==> config.mk <==
export PLATFORM = sky130hd
export DESIGN_NAME = int_ctrl
export DESIGN_NICKNAME = d
export VERILOG_FILES = /design/src/rtl/int_ctrl.sv
export SDC_FILE = /design/constraint.sdc
export NUM_CORES = 1
export LEC_CHECK = 0
export ABC_CLOCK_PERIOD_IN_PS = 1300
export CAP_MARGIN = 20
export CORE_ASPECT_RATIO = 0.7
export CORE_MARGIN = 2
export CORE_UTILIZATION = 38
export DETAILED_ROUTE_END_ITERATION = 8
export PLACE_DENSITY = 0.82
export SYNTH_ARGS = -nofsm -noshare
export SYNTH_HDL_FRONTEND = slang
export SYNTH_SLANG_ARGS = --single-unit
==> constraint.sdc <==
create_clock -name clk -period 1.3 [get_ports clk]
set_clock_uncertainty 0.05 [all_clocks]
set_input_delay 0.26 -clock clk [delete_from_list [all_inputs] [get_ports clk]]
set_output_delay 0.26 -clock clk [all_outputs]
set_load 0.02 [all_outputs]
==> src/rtl/int_ctrl.sv <==
// -----------------------------------------------------------------------------
// int_ctrl - six-source interrupt controller between the peripheral irq lines
// and CP0.
//
// Each source is latched in level or rising-edge mode, gated by a software
// mask, and the lowest-indexed active source is presented to CP0 as a single
// request. CP0 accepts it with a one-cycle int_ack; software releases it with
// an end-of-interrupt write to the ISR register. There is no nesting: a new
// request is only raised after EOI.
//
// Ports
//   clk      in   system clock, all state on posedge
//   rst      in   synchronous active-low reset
//   addr     in   [2:0]  register word index
//   we       in   register write enable
//   din      in   [31:0] write data
//   dout     out  [31:0] read data, combinational from addr
//   irq_in   in   [5:0]  source lines, bit 0 (timer) has highest priority
//   int_ack  in   one-cycle accept pulse from CP0
//   hwint    out  [5:0]  registered pend & mask (Cause.IP view)
//   int_req  out  request to CP0
//   int_id   out  [2:0]  index of the requested / in-service source
//
// Register map (word index)
//   0 MASK[5:0]  1 = enabled
//   1 MODE[5:0]  1 = rising edge, 0 = level
//   2 PEND[5:0]  read pending, write-1-to-clear (edge bits only)
//   3 ISR        read {busy, int_id}, any write = EOI
//   4 RAW[5:0]   current irq_in, read-only
// -----------------------------------------------------------------------------
module int_ctrl #(
  parameter int NSRC = 6
) (
  input  logic            clk,
  input  logic            rst,
  input  logic [2:0]      addr,
  input  logic            we,
  input  logic [31:0]     din,
  output logic [31:0]     dout,
  input  logic [NSRC-1:0] irq_in,
  input  logic            int_ack,
  output logic [NSRC-1:0] hwint,
  output logic            int_req,
  output logic [2:0]      int_id
);

  localparam logic [1:0] IDLE    = 2'd0;
  localparam logic [1:0] REQ     = 2'd1;
  localparam logic [1:0] SERVICE = 2'd2;

  logic [NSRC-1:0] mask_reg;
  logic [NSRC-1:0] mode_reg;
  logic [NSRC-1:0] pend_reg;
  logic [NSRC-1:0] pend_next;
  logic [NSRC-1:0] prev_reg;
  logic [NSRC-1:0] hwint_reg;
  logic [2:0]      int_id_reg;
  logic [2:0]      int_id_next;
  logic [1:0]      state_reg;
  logic [1:0]      state_next;

  logic            wr_mask;
  logic            wr_mode;
  logic            wr_pend;
  logic            wr_isr;
  logic            ack_take;
  logic            busy;
  logic [NSRC-1:0] active;
  logic [2:0]      first_id;

  // Upper write-data bits are reserved and deliberately ignored.
  logic            unused_din;
  assign unused_din = ^din[31:NSRC];

  assign wr_mask  = we && (addr == 3'd0);
  assign wr_mode  = we && (addr == 3'd1);
  assign wr_pend  = we && (addr == 3'd2);
  assign wr_isr   = we && (addr == 3'd3);

  // An ack is only meaningful while a request is outstanding.
  assign ack_take = int_ack && (state_reg == REQ);
  assign busy     = (state_reg == SERVICE);
  assign active   = pend_reg & mask_reg;

  // Per-source pending update. A MODE flip on a bit wins over everything so
  // the bit starts clean in its new mode; in edge mode a new edge wins over
  // any clear arriving in the same cycle.
  generate
    for (genvar gi = 0; gi < NSRC; gi++) begin : g_pend
      logic edge_set;
      logic edge_clr;
      assign edge_set = irq_in[gi] & ~prev_reg[gi];
      assign edge_clr = (wr_pend && din[gi]) ||
                        (ack_take && (int_id_reg == 3'(gi)));
      assign pend_next[gi] =
        (wr_mode && (din[gi] != mode_reg[gi])) ? 1'b0 :
        !mode_reg[gi]                          ? irq_in[gi] :
        (edge_set | (pend_reg[gi] & ~edge_clr));
    end
  endgenerate

  // Lowest set index of the active vector: scan downward so the smallest
  // index is the last one written.
  always_comb begin
    first_id = 3'd0;
    for (int i = NSRC - 1; i >= 0; i--) begin
      if (active[i]) first_id = 3'(i);
    end
  end

  // Request FSM. int_id is captured on IDLE->REQ and frozen until the next
  // request, so a higher-priority arrival cannot retarget a pending request.
  always_comb begin
    state_next  = state_reg;
    int_id_next = int_id_reg;
    case (state_reg)
      IDLE: begin
        if (|active) begin
          state_next  = REQ;
          int_id_next = first_id;
        end
      end
      REQ: begin
        if (int_ack)                  state_next = SERVICE;
        else if (!active[int_id_reg]) state_next = IDLE;
      end
      SERVICE: begin
        if (wr_isr) state_next = IDLE;
      end
      default: state_next = IDLE;
    endcase
  end

  always_ff @(posedge clk) begin
    if (!rst) begin
      mask_reg   <= '0;
      mode_reg   <= '0;
      pend_reg   <= '0;
      prev_reg   <= '0;
      hwint_reg  <= '0;
      int_id_reg <= 3'd0;
      state_reg  <= IDLE;
    end else begin
      if (wr_mask) mask_reg <= din[NSRC-1:0];
      if (wr_mode) mode_reg <= din[NSRC-1:0];
      pend_reg   <= pend_next;
      prev_reg   <= irq_in;
      hwint_reg  <= active;
      int_id_reg <= int_id_next;
      state_reg  <= state_next;
    end
  end

  assign hwint   = hwint_reg;
  assign int_req = (state_reg == REQ);
  assign int_id  = int_id_reg;

  always_comb begin
    dout = '0;
    case (addr)
      3'd0:    dout[NSRC-1:0] = mask_reg;
      3'd1:    dout[NSRC-1:0] = mode_reg;
      3'd2:    dout[NSRC-1:0] = pend_reg;
      3'd3:    dout[3:0]      = {busy, int_id_reg};
      3'd4:    dout[NSRC-1:0] = irq_in;
      default: dout = '0;
    endcase
  end

endmodule

# Word level (Yosys, flattened, before mapping)
# Cells that the tools add are included.
# totals
regBits,35
inputBits,45
output_inout_bits,42
elab_cells,127
# classes
n_lt_le_gt_ge,1
eq_ne,20
mux,21
n_bitwise,32
reduce_logical,41
# op_table
cell,count
1-bit logical AND,23
4-bit one-hot mux with 5 select lines,1
3-bit two-way mux,6
1-bit NOT,13
1-bit AND,12
3-bit by 2-bit equality test with 1-bit output (second input constant),4
2-bit OR reduction,6
3-bit equality test (second input constant),3
2-bit two-way mux,4
2-bit one-hot mux with 4 select lines,1
1-bit two-way mux,7
6-bit AND,1
3-bit by 1-bit equality test with 1-bit output (second input constant),2
3-bit logical NOT,2
1-bit logical OR,6
1-bit != test,6
1-bit OR,6
2-bit one-hot mux with 3 select lines,1
6-bit OR reduction,1
3-bit by 4-bit less-than comparator with 1-bit output (second input constant),1
2-bit != test (second input constant),2
1-bit binary-select mux with 3-bit select,1
3-bit != test (second input constant),1
3-bit AND reduction,1
other kinds (4),4

# Depth between registers and ports, before layout
# depth
word_depth,8
ltp_mapped,6
mapped_depth_nobuf,4

# Least setup slack after synthesis
# OpenSTA, ideal clock, no wires.
# synth_timing
path_type,input-to-output
startpoint,input port addr[1]
endpoint,output port dout[5]
arrival_ps,1296
required_time_ps,990
path_slack_ps,-306
cell_stages,4
n_path_buf,2
path_cell_list,buf_6 > clkbuf_1 > nand2_1 > o32ai_1
# synth_via
elab_chain_cells,2
elab_cells_between_ends,5
classes_between,3 x eq/ne; 1 x mux; 1 x reduce/logical
# synth_lines
item,line,text
"start, declared",36,"input logic [2:0] addr,"
3-bit equality test (tied with other cells),160,case (addr)
2-bit one-hot mux with 4 select lines (*),160,
"end, declared",39,"output logic [31:0] dout,"
# Every way passes the cells marked *; elsewhere a longest branch is shown, timed or not.

# Worst setup path after layout
# layout_timing
startpoint,register int_id_reg[1] (netlist: int_id[1])
endpoint,output port dout[1]
# layout_via
elab_chain_cells,1
# layout_lines
item,line,text
"start, declared",57,logic [2:0] int_id_reg;
"start signal, assigned",149,int_id_reg <= int_id_next;
4-bit one-hot mux with 5 select lines,160,
# Every way passes these cells.

==> flow_summary.toml <==
[critical_path]
reg2reg_to = "state_reg[0]"
cp_slowest_cell = "dfxtp_2"
path_buf_inv = 1
rrSetupSlack_ns = -0.10
r2r-start = "mask_reg[4]"
cp_top_family = "flip-flops"
cp.arrival_ns = 1.32
crit_required_ns = 0.99
crit_path_max_fanout = 2
worst-setup-path-type = "flip-flop to primary output"
start_kind = "flip-flop"
worst-r2r-cell-count = 5
path_cells = "mux2_4, a22oi_2, o22ai_2, buf_6"
max_stage_delay_ns = 0.35
endpoint_kind = "primary output"

[layout]
nNetsFinal = 372
ff_latch_area_um2 = 717
drive_gt1_share_pct = 39.3
multi_input_area_um2 = 1360
syn2layout_area_growth_pct = 51.3
fin_cells = 400
fillerInstances = 471
num_antenna_cells = 0
finalInstanceArea_um2 = 3100

[yosys]
synthDistinctLibCells = 44
syn_area_per_cell_um2 = 8.49
synthCells = 241
seq_area_frac_synth_pct = 34.2
async_flop_share_pct = 0
synth_area_um2 = 2050
yosysWarnings = 0
ys_ff_latch = 35
synth_edf_count = 0
ys_dominant_reg_cell = "dfxtp_1"

[floorplan]
die_x_um = 91.7
core_um2 = 5230
ioPinCount = 87
die-area_um2 = 6000
die_h_um = 65.4
num_rows = 22
start_util_pct = 39.1

[worst_hold_path]
min_from = "int_ack"
min_to = "state_reg[1]"
hold_path_depth = 3
hp-class = "primary input to flip-flop"

[sta]
hold_viol = 0
timing.hold.ws_ns = 0.393
setup_slack_ns = -0.326
setup_violations = 12
rsz0062_at_grt = "yes"
max_freq_mhz = 615
fin_crit_sh_pct = 125
fin_crit_ns = 1.63
slew_violations = 0

[grt]
grt_max_degree = 37
grt_use_total_pct = 21.2
use_met3_pct = 4.93
grt_pass1_wl_um = 9710
grtUsageMet1_pct = 27.4
grt_pass1_vias = 1932
grt_util_met2_pct = 35.5
busiest_layer = "met2"
antenna_found_initial = 0
overflow = 0

[status]
status = "finished, violations left"
violations = "setup timing"

[placement]
placed_area_um2 = 2760
finalWeightedCongestion = 0.850
io_buffers = 34
hpwl_um = 4160
dpl.cell_count = 384

[clocking]
root_buffer = "clkbuf_8"
cts_hold_buf = 0
htree_levels = 2
cts_buffer_depth = 2
path_clk_slew_ns = 0.07
cts.sinks = 35
cts_tree = "yes"
clock_latency_ns = 0.30
cts_made_buffers = 5

[detailed_routing]
drcViolationCount = 0
wirelength_um = 6080
vias = 2015
ant_nets = 0
drt_iter0_markers = 101
vias_per_cell = 5.04
firstDrtPassIters = 4
wl_per_cell_um = 15.2

[power_and_ir_drop]
powerDensity_nw_per_um2 = 780
peakVddDrop_uv = 562
leakage_nw = 1.29
total_power_w = 0.00242

[flow_run]
maxCapViolCount = 0
## synthesized netlist by cell type, types with 3 or more instances
master	count	share of area [%]
a21oi_1	9	2.2
and3_1	7	2.1
a32oi_1	7	3.0
a22oi_1	7	2.6
a22o_1	3	1.3
nand2_1	36	6.6
mux2_2	3	1.7
and2_1	6	1.8
o21ai_0	8	2.0
nand4_1	3	0.92
o22ai_1	4	1.2
nand2b_1	7	2.1
dfxtp_1	35	34
a21boi_1	6	2.2
mux2i_1	10	4.9
nor3_1	6	1.5
nand4b_1	3	1.3
clkbuf_1	5	0.92
nor2_1	8	1.5
nor2b_1	10	3.1
buf_4	29	11
## kinds of logic after synthesis
kind of cell / share of synthesized area (%)
flops: 34.2
other cells: 0.183
mux: 6.54
buf+inv: 13.1
simple gates: 27.0
compound gates: 18.9
## metal layers
| metal | vias up | routed length, µm |
|---|---|---|
| met5 | - | 0 |
| met4 | 0 | 71 |
| met3 | 9 | 487 |
| met2 | 66 | 2820 |
| met1 | 952 | 2700 |
| li1 | 988 | - |
## worst max path at each step
stage,depth (start not counted),from,endpoint
final,4,int_id[1],dout[1]
after floorplan,4,addr[2],dout[5]
after detailed placement,6,addr[2],dout[2]
after global routing,4,int_id[1],dout[1]
after global placement,6,addr[2],dout[2]
after CTS,4,int_id[1],dout[1]
## worst min-delay path, delay by kind of cell
kind            cells  cell delay [ns]
simple gates        1             0.08
compound gates      1             0.07
buf+inv             1             0.29
## through the flow
step	setup TNS [ns]	utilization, %	setup slack (ns)
floorplan	-0.127	-	-0.0384
global placement	-17.65	52.7	-1.19
detailed placement	-18.42	52.7	-1.23
CTS	-1.86	58.0	-0.360
global route	-2.48	59.2	-0.352
finish	-1.85	59.2	-0.326
## timing repair
action	4_1_cts	5_1_grt
pin swaps	30	24
buffers inserted	7	3
endpoints found under the setup margin	38	18
gates cloned	1	0
gates resized for setup	122	24
## power breakdown
group / total [W] / switching [W] / leakage, nW / internal, W
clock network: 0.000777 / 0.000402 / 0.0422 / 0.000376
registers: 0.00112 / 0.0000165 / 0.291 / 0.00110
logic: 0.000518 / 0.000277 / 0.954 / 0.000241
## placed cells by master, fill, tap and decap left out, types with 3 or more instances in the layout
cell             Yosys  final
nor2_1               8      6
o22ai_2              0      4
clkbuf_8             0      5
and2_1               6      6
dlygate4sd2_1        0     11
nand4_1              3      3
o21ai_0              8      6
nand2b_1             7      7
a22oi_1              7      3
nor2b_1             10      8
a21boi_1             6      6
nor3_1               6      6
nand2_1             36     31
a22oi_2              0      4
dfxtp_2              0     13
mux2i_1             10      9
clkdlybuf4s50_1      0     10
a21oi_2              0      7
nand2_2              0      5
buf_4               29     44
a32oi_1              7      7
a22o_1               3      3
dfxtp_1             35     22
buf_6                2     20
conb_1               1     26
and3_1               7      7
nand4b_1             3      3
## cell type report
type | count | area share, %
clock buffers | 7 | 2.46
clock inverters | 1 | 0.162
inverters | 1 | 0.121
multi-input cells | 193 | 43.9
flip-flops and latches | 35 | 23.2
well taps | 72 | 2.91
repair buffers | 91 | 27.3
No activity file was read; power rests on OpenSTA's default activity.
==> RTL edit: new RTL, config.mk and constraints unchanged <==
`NSRC`: 6 -> 5.
--- a/src/rtl/int_ctrl.sv
+++ b/src/rtl/int_ctrl.sv
@@ -31,3 +31,3 @@
 module int_ctrl #(
-  parameter int NSRC = 6
+  parameter int NSRC = 5
 ) (
Ports: changed (resized hwint and irq_in); port bits go from 87 to 85. No check against the original RTL was run, so the function may have changed too.
==> RTL edit against the original RTL <==
  * The flow still finishes with violations (setup timing)
  * Area after synthesis fell by 14%
  * Routed wire length rose by 0.67%
  * Sequential share of layout area fell by 1.1 points
  * Power fell by 9.7%
  * Setup slack improved by 0.038 ns
  * Sequential power fell by 14%
  * Design area fell by 9.6%
  * Sequential cell count fell by 5
  * Register-to-register slack got worse by 0.04 ns
  * Highest routed layer unchanged
==> RTL edit: results (changes against the original RTL) <==
- Share of cells above drive strength 1: 41.64% (+2.3 points)
- Post-synthesis mux area share: 6.369% (-0.17 points)
- Comb group: 0.490 mW (-5.4%)
- Final worst slack: -0.2883 ns (+0.03794 ns)
- Synth Instances: 216 (-10%)
- Post-synth top cells: dfxtp_1 (30), buf_4 (27), o21ai_0 (18)
- Global-route wire length before repair: 8.894 mm (-8.4%)
- Synth Area in Compound Gates: 21.30% (+2.4 points)
- Final nets: 348 (-6.5%)
- Met3 wire length: 537 um (+10%)
- Fillers: 384 (-18%)
- Vias per cell: 5.458 (+8.4%)
- DRT iter0 DRCs: 125 (+24%)
- WHS Path Cells: 2 (-1)
- Post-Place Cells: 336 (-13%)
- Top cells by area, synth: dfxtp_1 (34%), buf_4 (11%), mux2i_1 (5.1%)
- GPL Wtd Cong: 0.8949 (+5.3%)
- Detailed Route WL: 6.118 mm (+0.67%)
- Failing checks: setup timing
- Seq/Total Area, Yosys: 33.97% (-0.26 points)
- Status: complete, but fails checks
- Critical Path AT: 1.28 ns (-0.04 ns)
- Met1 WL: 2.358 mm (-13%)
- Critical Path Max Stage Delay: 0.33 ns (-0.02 ns)
- Largest net degree at the start of global routing: 16 (-57%)
- VDD IR max: 0.0007620 V (+36%)
- Final Setup Violations: 14 (+2)
- Multi-input logic area: 1164 um^2 (-14%)
RTL edit: changes by cell type after synthesis, sizes merged, moves of 4 or more:
cell,change
a21boi,-6
a32oi,-5
dfxtp,-5
inv,+8
nand2,-21
nand2b,-7
nand4b,-4
nor3,-4
o21ai,+9
RTL edit: final cells by class:
type                    instances  area share [%]
repair buffers                 93           29.89
well taps                      55           2.458
inverters                       9           1.206
clock buffers                   8           2.860
flip-flops and latches         30           22.03
multi-input cells             165           41.56
RTL edit: worst max-delay path by stage:
stage | to | start | depth (start not counted) | slack [ns]
after floorplan | dout[0] | int_id[0] | 4 | -0.11
after global placement | dout[0] | addr[0] | 5 | -1.12
after detailed placement | dout[0] | addr[0] | 5 | -1.13
after CTS | dout[0] | int_id[0] | 4 | -0.27
after global routing | dout[3] | state_reg[1] | 5 | -0.35
final | dout[3] | state_reg[1] | 5 | -0.29
